[config.mk]
export PLATFORM = sky130hd
export DESIGN_NAME = cr16_decode_ctrl_flat
export DESIGN_NICKNAME = d
export VERILOG_FILES = /design/src/rtl/cr16_decode_ctrl_if.sv /design/src/rtl/cr16_decode_ctrl.sv /design/src/flat_wrapper.sv
export SDC_FILE = /design/constraint.sdc
export NUM_CORES = 1
export LEC_CHECK = 0
export ABC_AREA = 1
export BUFFER_PORTS_ARGS = -buffer_cell sky130_fd_sc_hd__buf_2
export CAP_MARGIN = 40
export CORE_MARGIN = 2
export CORE_UTILIZATION = 41
export CTS_CLUSTER_DIAMETER = 40
export DETAILED_ROUTE_END_ITERATION = 10
export PLACE_DENSITY = 0.76
export SETUP_SLACK_MARGIN = 0.3
export SLEW_MARGIN = 5
export SYNTH_ARGS = -nofsm -noshare
export SYNTH_HDL_FRONTEND = slang
export SYNTH_SLANG_ARGS = --single-unit
[constraint.sdc]
create_clock -name clk -period 1.07 [get_ports clk]
set_input_delay 0.214 -clock clk [delete_from_list [all_inputs] [get_ports clk]]
set_output_delay 0.214 -clock clk [all_outputs]
set_load 0.01 [all_outputs]
[src/rtl/cr16_decode_ctrl_if.sv]
// Instruction fetch handshake between the fetch unit (master) and cr16_decode_ctrl (slave).
interface cr16_decode_ctrl_if;
   logic        instr_valid;
   logic [15:0] instr;
   logic        instr_ready;

   modport master (
      output instr_valid,
      output instr,
      input  instr_ready
   );

   modport slave (
      input  instr_valid,
      input  instr,
      output instr_ready
   );
endinterface

[src/rtl/cr16_decode_ctrl.sv]
// CR16 instruction decode / execute sequencer: IDLE->DECODE->EXEC->WB, drives RF and ALU, owns PSR.
// Optional macro ILLEGAL_TRAP_EN: illegal words raise a sticky trap that stalls fetch.
module cr16_decode_ctrl #(
   parameter int unsigned       DATA_W  = 16,
   parameter int unsigned       FLAG_W  = 5,
   parameter logic [FLAG_W-1:0] PSR_RST = '0
) (
   input  logic                clk,
   input  logic                reset_n,
   cr16_decode_ctrl_if.slave   fetch,
   output logic [3:0]          rf_addr_a,
   output logic [3:0]          rf_addr_b,
   output logic                b_sel,
   output logic [DATA_W-1:0]   imm,
   output logic [7:0]          alu_opcode,
   input  logic [DATA_W-1:0]   alu_c,
   input  logic [FLAG_W-1:0]   alu_flags,
   output logic                rf_we,
   output logic [3:0]          rf_waddr,
   output logic [DATA_W-1:0]   rf_wdata,
   output logic [FLAG_W-1:0]   psr,
   output logic                illegal,
   output logic                trap,
   input  logic                trap_clr
);

   typedef enum logic [1:0] {StIdle, StDecode, StExec, StWb} state_e;

   state_e              state_q, state_d;
   logic [15:0]         instr_q, instr_d;
   logic [DATA_W-1:0]   alu_c_q, alu_c_d;
   logic [FLAG_W-1:0]   flags_q, flags_d;
   logic [FLAG_W-1:0]   psr_q, psr_d;
   logic                trap_q, trap_d;

   logic [3:0] op, ext;
   logic       legal, b_sel_dec, psr_upd, wb_en, accept;

   assign op     = instr_q[15:12];
   assign ext    = instr_q[7:4];
   assign accept = fetch.instr_valid && fetch.instr_ready;

   // Decode of the latched word
   always_comb begin
      legal     = 1'b0;
      b_sel_dec = 1'b0;
      case (op)
         4'h0: legal = ext inside {4'h1, 4'h2, 4'h3, 4'h5, 4'h6, 4'h9, 4'hB, 4'hD};
         4'h1, 4'h2, 4'h3, 4'h5, 4'h9, 4'hB, 4'hD, 4'hF: begin
            legal     = 1'b1;
            b_sel_dec = 1'b1;
         end
         4'h8: begin
            legal     = ext inside {4'h0, 4'h1, 4'h2, 4'h3, 4'h4, 4'h6};
            b_sel_dec = ~ext[2];
         end
         default: ;
      endcase
      psr_upd = legal && ((op inside {4'h1, 4'h5, 4'h9, 4'hB}) ||
                          ((op == 4'h0) && (ext inside {4'h1, 4'h5, 4'h9, 4'hB})));
      wb_en   = !((op == 4'hB) || ((op == 4'h0) && (ext == 4'hB)));
   end

   always_ff @(posedge clk or negedge reset_n) begin
      if (!reset_n) state_q <= StIdle;
      else          state_q <= state_d;
   end

   always_comb begin
      state_d = state_q;
      unique case (state_q)
         StIdle:   if (accept) state_d = StDecode;
         StDecode: state_d = legal ? StExec : StIdle;
         StExec:   state_d = StWb;
         StWb:     state_d = StIdle;
         default:  state_d = StIdle;
      endcase
   end

   always_comb begin
      fetch.instr_ready = (state_q == StIdle) && !trap_q;
      illegal           = (state_q == StDecode) && !legal;
      rf_we             = (state_q == StWb) && wb_en;
   end

   always_comb begin
      instr_d = accept ? fetch.instr : instr_q;
      alu_c_d = (state_q == StExec) ? alu_c : alu_c_q;
      flags_d = (state_q == StExec) ? alu_flags : flags_q;
      psr_d   = ((state_q == StWb) && psr_upd) ? flags_q : psr_q;
`ifdef ILLEGAL_TRAP_EN
      // A new illegal word wins over a simultaneous clear.
      if (illegal)       trap_d = 1'b1;
      else if (trap_clr) trap_d = 1'b0;
      else               trap_d = trap_q;
`else
      trap_d = 1'b0;
`endif
   end

`ifndef ILLEGAL_TRAP_EN
   logic unused_trap_clr;
   assign unused_trap_clr = trap_clr;
`endif

   always_ff @(posedge clk or negedge reset_n) begin
      if (!reset_n) begin
         instr_q <= '0;
         alu_c_q <= '0;
         flags_q <= '0;
         psr_q   <= PSR_RST;
         trap_q  <= 1'b0;
      end else begin
         instr_q <= instr_d;
         alu_c_q <= alu_c_d;
         flags_q <= flags_d;
         psr_q   <= psr_d;
         trap_q  <= trap_d;
      end
   end

   assign rf_addr_a  = instr_q[11:8];
   assign rf_addr_b  = instr_q[3:0];
   assign b_sel      = b_sel_dec;
   assign imm        = {{(DATA_W-8){1'b0}}, instr_q[7:0]};
   assign alu_opcode = {op, ext};
   assign rf_waddr   = instr_q[11:8];
   assign rf_wdata   = alu_c_q;
   assign psr        = psr_q;
   assign trap       = trap_q;

endmodule
[src/flat_wrapper.sv]
// flat-port wrapper written by rule: the top's interface ports become plain ports
module cr16_decode_ctrl_flat 
#(
   parameter int unsigned       DATA_W  = 16,
   parameter int unsigned       FLAG_W  = 5,
   parameter logic [FLAG_W-1:0] PSR_RST = '0
)
  (clk, reset_n, rf_addr_a, rf_addr_b, b_sel, imm, alu_opcode, alu_c, alu_flags, rf_we, rf_waddr, rf_wdata, psr, illegal, trap, trap_clr, fetch_instr_valid, fetch_instr, fetch_instr_ready);
  cr16_decode_ctrl_if fetch_i ();
  input  logic clk;
  input  logic reset_n;
  output logic [3:0] rf_addr_a;
  output logic [3:0] rf_addr_b;
  output logic b_sel;
  output logic [DATA_W-1:0] imm;
  output logic [7:0] alu_opcode;
  input  logic [DATA_W-1:0] alu_c;
  input  logic [FLAG_W-1:0] alu_flags;
  output logic rf_we;
  output logic [3:0] rf_waddr;
  output logic [DATA_W-1:0] rf_wdata;
  output logic [FLAG_W-1:0] psr;
  output logic illegal;
  output logic trap;
  input  logic trap_clr;
  input wire logic [$bits(fetch_i.instr_valid)-1:0] fetch_instr_valid;
  input wire logic [$bits(fetch_i.instr)-1:0] fetch_instr;
  output wire logic [$bits(fetch_i.instr_ready)-1:0] fetch_instr_ready;
  assign fetch_i.instr_valid = fetch_instr_valid;
  assign fetch_i.instr = fetch_instr;
  assign fetch_instr_ready = fetch_i.instr_ready;
  cr16_decode_ctrl #(.DATA_W(DATA_W), .FLAG_W(FLAG_W), .PSR_RST(PSR_RST)) u_core (.clk(clk), .reset_n(reset_n), .fetch(fetch_i), .rf_addr_a(rf_addr_a), .rf_addr_b(rf_addr_b), .b_sel(b_sel), .imm(imm), .alu_opcode(alu_opcode), .alu_c(alu_c), .alu_flags(alu_flags), .rf_we(rf_we), .rf_waddr(rf_waddr), .rf_wdata(rf_wdata), .psr(psr), .illegal(illegal), .trap(trap), .trap_clr(trap_clr));
endmodule
==> impl_metrics.csv <==
group,metric,value,unit
place,place_inst,339,
critical_path,cp_data_arrival_time,1440,ps
pwr,power_switching,3840,µW
synth,yosys_warnings,0,
clock_network,cts_tree,"built",
die,die_h,74.3,µm
cells_and_area,nets,347,
route,via_per_inst,4.44,
pwr,p_clk_share,11.8,%
critical_path,cp_num_buf_inv,2,
global_route,grt_first_pass_wirelength,7230,µm
clock_network,clock-root-buffer,"clkbuf_8",
die,fp.dieW,74.3,µm
outcome,status,"finished, violations left",
critical_path,end_kind,"primary output",
critical_path,rrSetupSlack,-310,ps
critical_path,rr_startpoint,"u_core.instr_q[13]",
route,vias,1660,
timing,rsz0062_at_grt,"true",
timing,period_share,155,%
synth,syn_area_per_cell,11.7,µm²
clock_network,path_clk_slew,90,ps
die,fp.coreArea,4750,µm²
clock_network,cts_max_level,2,
critical_path,crit_chain,"inv_2, nand2_4, nand2_2, o21ai_2, nor2_1, nand2_1, nor2_2, buf_2",
critical_path,critical-path-top-delay-family,"flip-flops",
synth,synth_area_leaders,"dfrtp_1 54%, mux2_2 11%, mux2_4 8.9%",
synth,ys_types,18,
timing,report.final.slew_viol_count,0,
route,wl_per_cell,13.1,µm
route,antenna_left,0,
global_route,grt_overflow_total,0,
clock_network,cts_sinks,44,
route,wirelength,4890,µm
route,drt_first_pass_iters,4,
timing,tns,-12220,ps
clock_network,cts.path.max_buffers,2,
critical_path,critPathRequiredTime,860,ps
place,portBuffers,92,
synth,syn_inst,173,
pwr,p_leak,0.00181,µW
flow_run,maxCapViolCount,0,
timing,period_needed,1660,ps
timing,hold_viol_final,0,
timing,max_freq,604,MHz
die,io_pins,103,
cells_and_area,fillCellCount,358,
pwr,powerDensity,3270,nW/µm²
synth,synth.yosys.seq_area_share,54.3,%
worst_hold_path,hp-start,"alu_flags[3]",
outcome,violations,"setup timing",
synth,ys_ff_latch,44,
synth,async_flop_share,100,%
die,rows,25,
place,hpwlAfterDp,3090,µm
pwr,internal_power,7100,µW
timing,fin_ws,-586,ps
worst_hold_path,hold_depth,2,
synth,synth_most_common_cell,"dfrtp_1",
route,drc_errors,0,
global_route,grt_pass1_vias,1546,
synth,synthFlopType,"dfrtp_1",
critical_path,crit_type,"flop to primary output",
critical_path,critPathMaxFanout,5,
synth,syn-cell-area,2030,µm²
critical_path,rr_worst_depth,9,
die,start_util,42.7,%
timing,setup_violations,59,
cells_and_area,drive_gt1_share,71.7,%
route,drtIter0Drc,100,
synth,yosysTopAreaCell,"dfrtp_1",
die,dieArea,5530,µm²
worst_hold_path,holdCritPathClass,"input port to flop",
critical_path,startpoint_type,"flop",
synth,synth_top_area_share,54.3,%
pwr,combinationalPowerShare,58.7,%
critical_path,cpPeakStageDelay,460,ps
critical_path,slowest_stage,"dfrtp_2",
global_route,grt_max_degree,45,
synth,synth_edf_count,0,
global_route,grtUsageTotal,17.8,%
pwr,seq_power_share,29.5,%
place,gp_congestion,0.764,
cells_and_area,synthToLayoutAreaGrowth,65.1,%
worst_hold_path,whs_endpoint,"u_core.flags_q[3]",
clock_network,clk-insertion-delay-late,300,ps
cells_and_area,antenna_cells,0,
cells_and_area,seq_area,1110,µm²
critical_path,timing.rr.end,"u_core.psr[1]",
timing,clock_skew,12.4,ps
clock_network,numCtsBuffers,5,
global_route,antenna_found_initial,0,
cells_and_area,finalNonFillerCells,374,
pwr,ir_drop,0.00147,V
cells_and_area,multi_input_area,952,µm²
synth,synthTopCellsByCount,"44 x dfrtp_1, 27 x nand2_1, 22 x buf_4",
pwr,swShare,35.1,%
-- per-layer routing --
metal  wire length (µm)  GRT usage (%)
met4                 64           5.95
met3                276           5.15
met5                  0              0
met2               2590           30.5
met1               1950           21.6
-- worst reg2reg max path, delay by kind of cell (launching register included) --
family                 cells  cell delay [ps]
DFF                        1              450
buffers and inverters      1              130
and+or+nand+nor            8              710
-- registers in the layout, indices dropped and copies added (netlist names), named ones only --
signal           count
u_core.flags_q       5
u_core.instr_q      16
u_core.state_q       1
u_core.rf_wdata     16
u_core.psr           5
-- worst max path at each step --
stage / to / depth (start not counted) / start
after CTS: illegal / 8 / u_core.instr_q[15]
after global routing: illegal / 8 / u_core.instr_q[15]
after detailed placement: illegal / 7 / u_core.instr_q[14]
final: illegal / 8 / u_core.instr_q[15]
after global placement: illegal / 8 / u_core.instr_q[15]
after floorplan: u_core.instr_q[0] / 4 / u_core.state_q[0]
-- final cells by class --
class                   count  area share, %
clock buffers               5           2.05
well taps                  67           2.50
repair buffers            143           31.7
flip-flops and latches     44           33.1
inverters                   7          0.784
multi-input cells         105           28.4
clock inverters             3           1.42
-- placed cells by master (no fill, tap or decap) --
master | synthesis | routed
nand2_8 | 0 | 1
dlygate4sd3_1 | 0 | 1
mux2_4 | 12 | 32
o21ai_0 | 2 | 1
nand3_1 | 9 | 9
nand2_2 | 2 | 7
mux2_1 | 1 | 1
nor2_1 | 11 | 5
clkinv_4 | 0 | 2
buf_2 | 0 | 78
buf_12 | 0 | 4
dfrtp_1 | 44 | 37
a21oi_1 | 5 | 1
buf_6 | 3 | 24
inv_2 | 0 | 2
a21oi_2 | 0 | 4
buf_4 | 22 | 34
bufinv_16 | 0 | 1
conb_1 | 1 | 9
nor2_4 | 0 | 7
clkbuf_8 | 0 | 5
nand2_4 | 1 | 4
nor3_2 | 0 | 2
nor2_2 | 2 | 1
buf_16 | 0 | 2
nand2_1 | 27 | 18
inv_1 | 7 | 5
o21ai_2 | 0 | 1
nor3_4 | 0 | 1
dfrtp_2 | 0 | 7
o21bai_2 | 0 | 1
-- what timing repair did --
item | CTS | global route
buffers inserted | 13 | 11
endpoints found under the setup margin | 97 | 97
gates resized for setup | 36 | 17
hold buffers | 1 | 0
pin swaps | 6 | 1
endpoints found under the hold margin | 44 | 0
cloned | 2 | 0
-- power by group through the flow --
stage | Sequential [µW] | Clock (µW) | Combinational [µW]
floorplan | 3540 | 0 | 2790
global placement | 3150 | 0 | 4690
detailed placement | 3180 | 0 | 4780
CTS | 3170 | 1330 | 5860
global route | 3350 | 1410 | 6870
finish | 3230 | 1290 | 6420
-- logic make-up (layout without fill, tap and decap cells) --
group | Yosys count | after routing | share of synthesized area, %
simple gates | 55 | 55 | 11.8
flops | 44 | 44 | 54.3
mux | 33 | 33 | 20.5
buf+inv | 32 | 158 | 11.1
compound gates | 8 | 8 | 2.10
other cells | 1 | 9 | 0.185
-- metrics by stage --
stage | area [µm²] | utilization, % | setup slack (ps) | hold slack (ps) | power [µW]
final | 3350 | 70.4 | -586 | 129 | 10900
after floorplan | 2200 | - | -125 | -81.6 | 6320
after global routing | 3350 | 70.4 | -671 | 115 | 11600
after detailed placement | 2760 | 58.0 | -243 | 211 | 7960
after CTS | 3200 | 67.2 | -565 | 123 | 10400
after global placement | 2760 | 58.0 | -217 | 209 | 7840
Power figures use the tool's default switching activity.
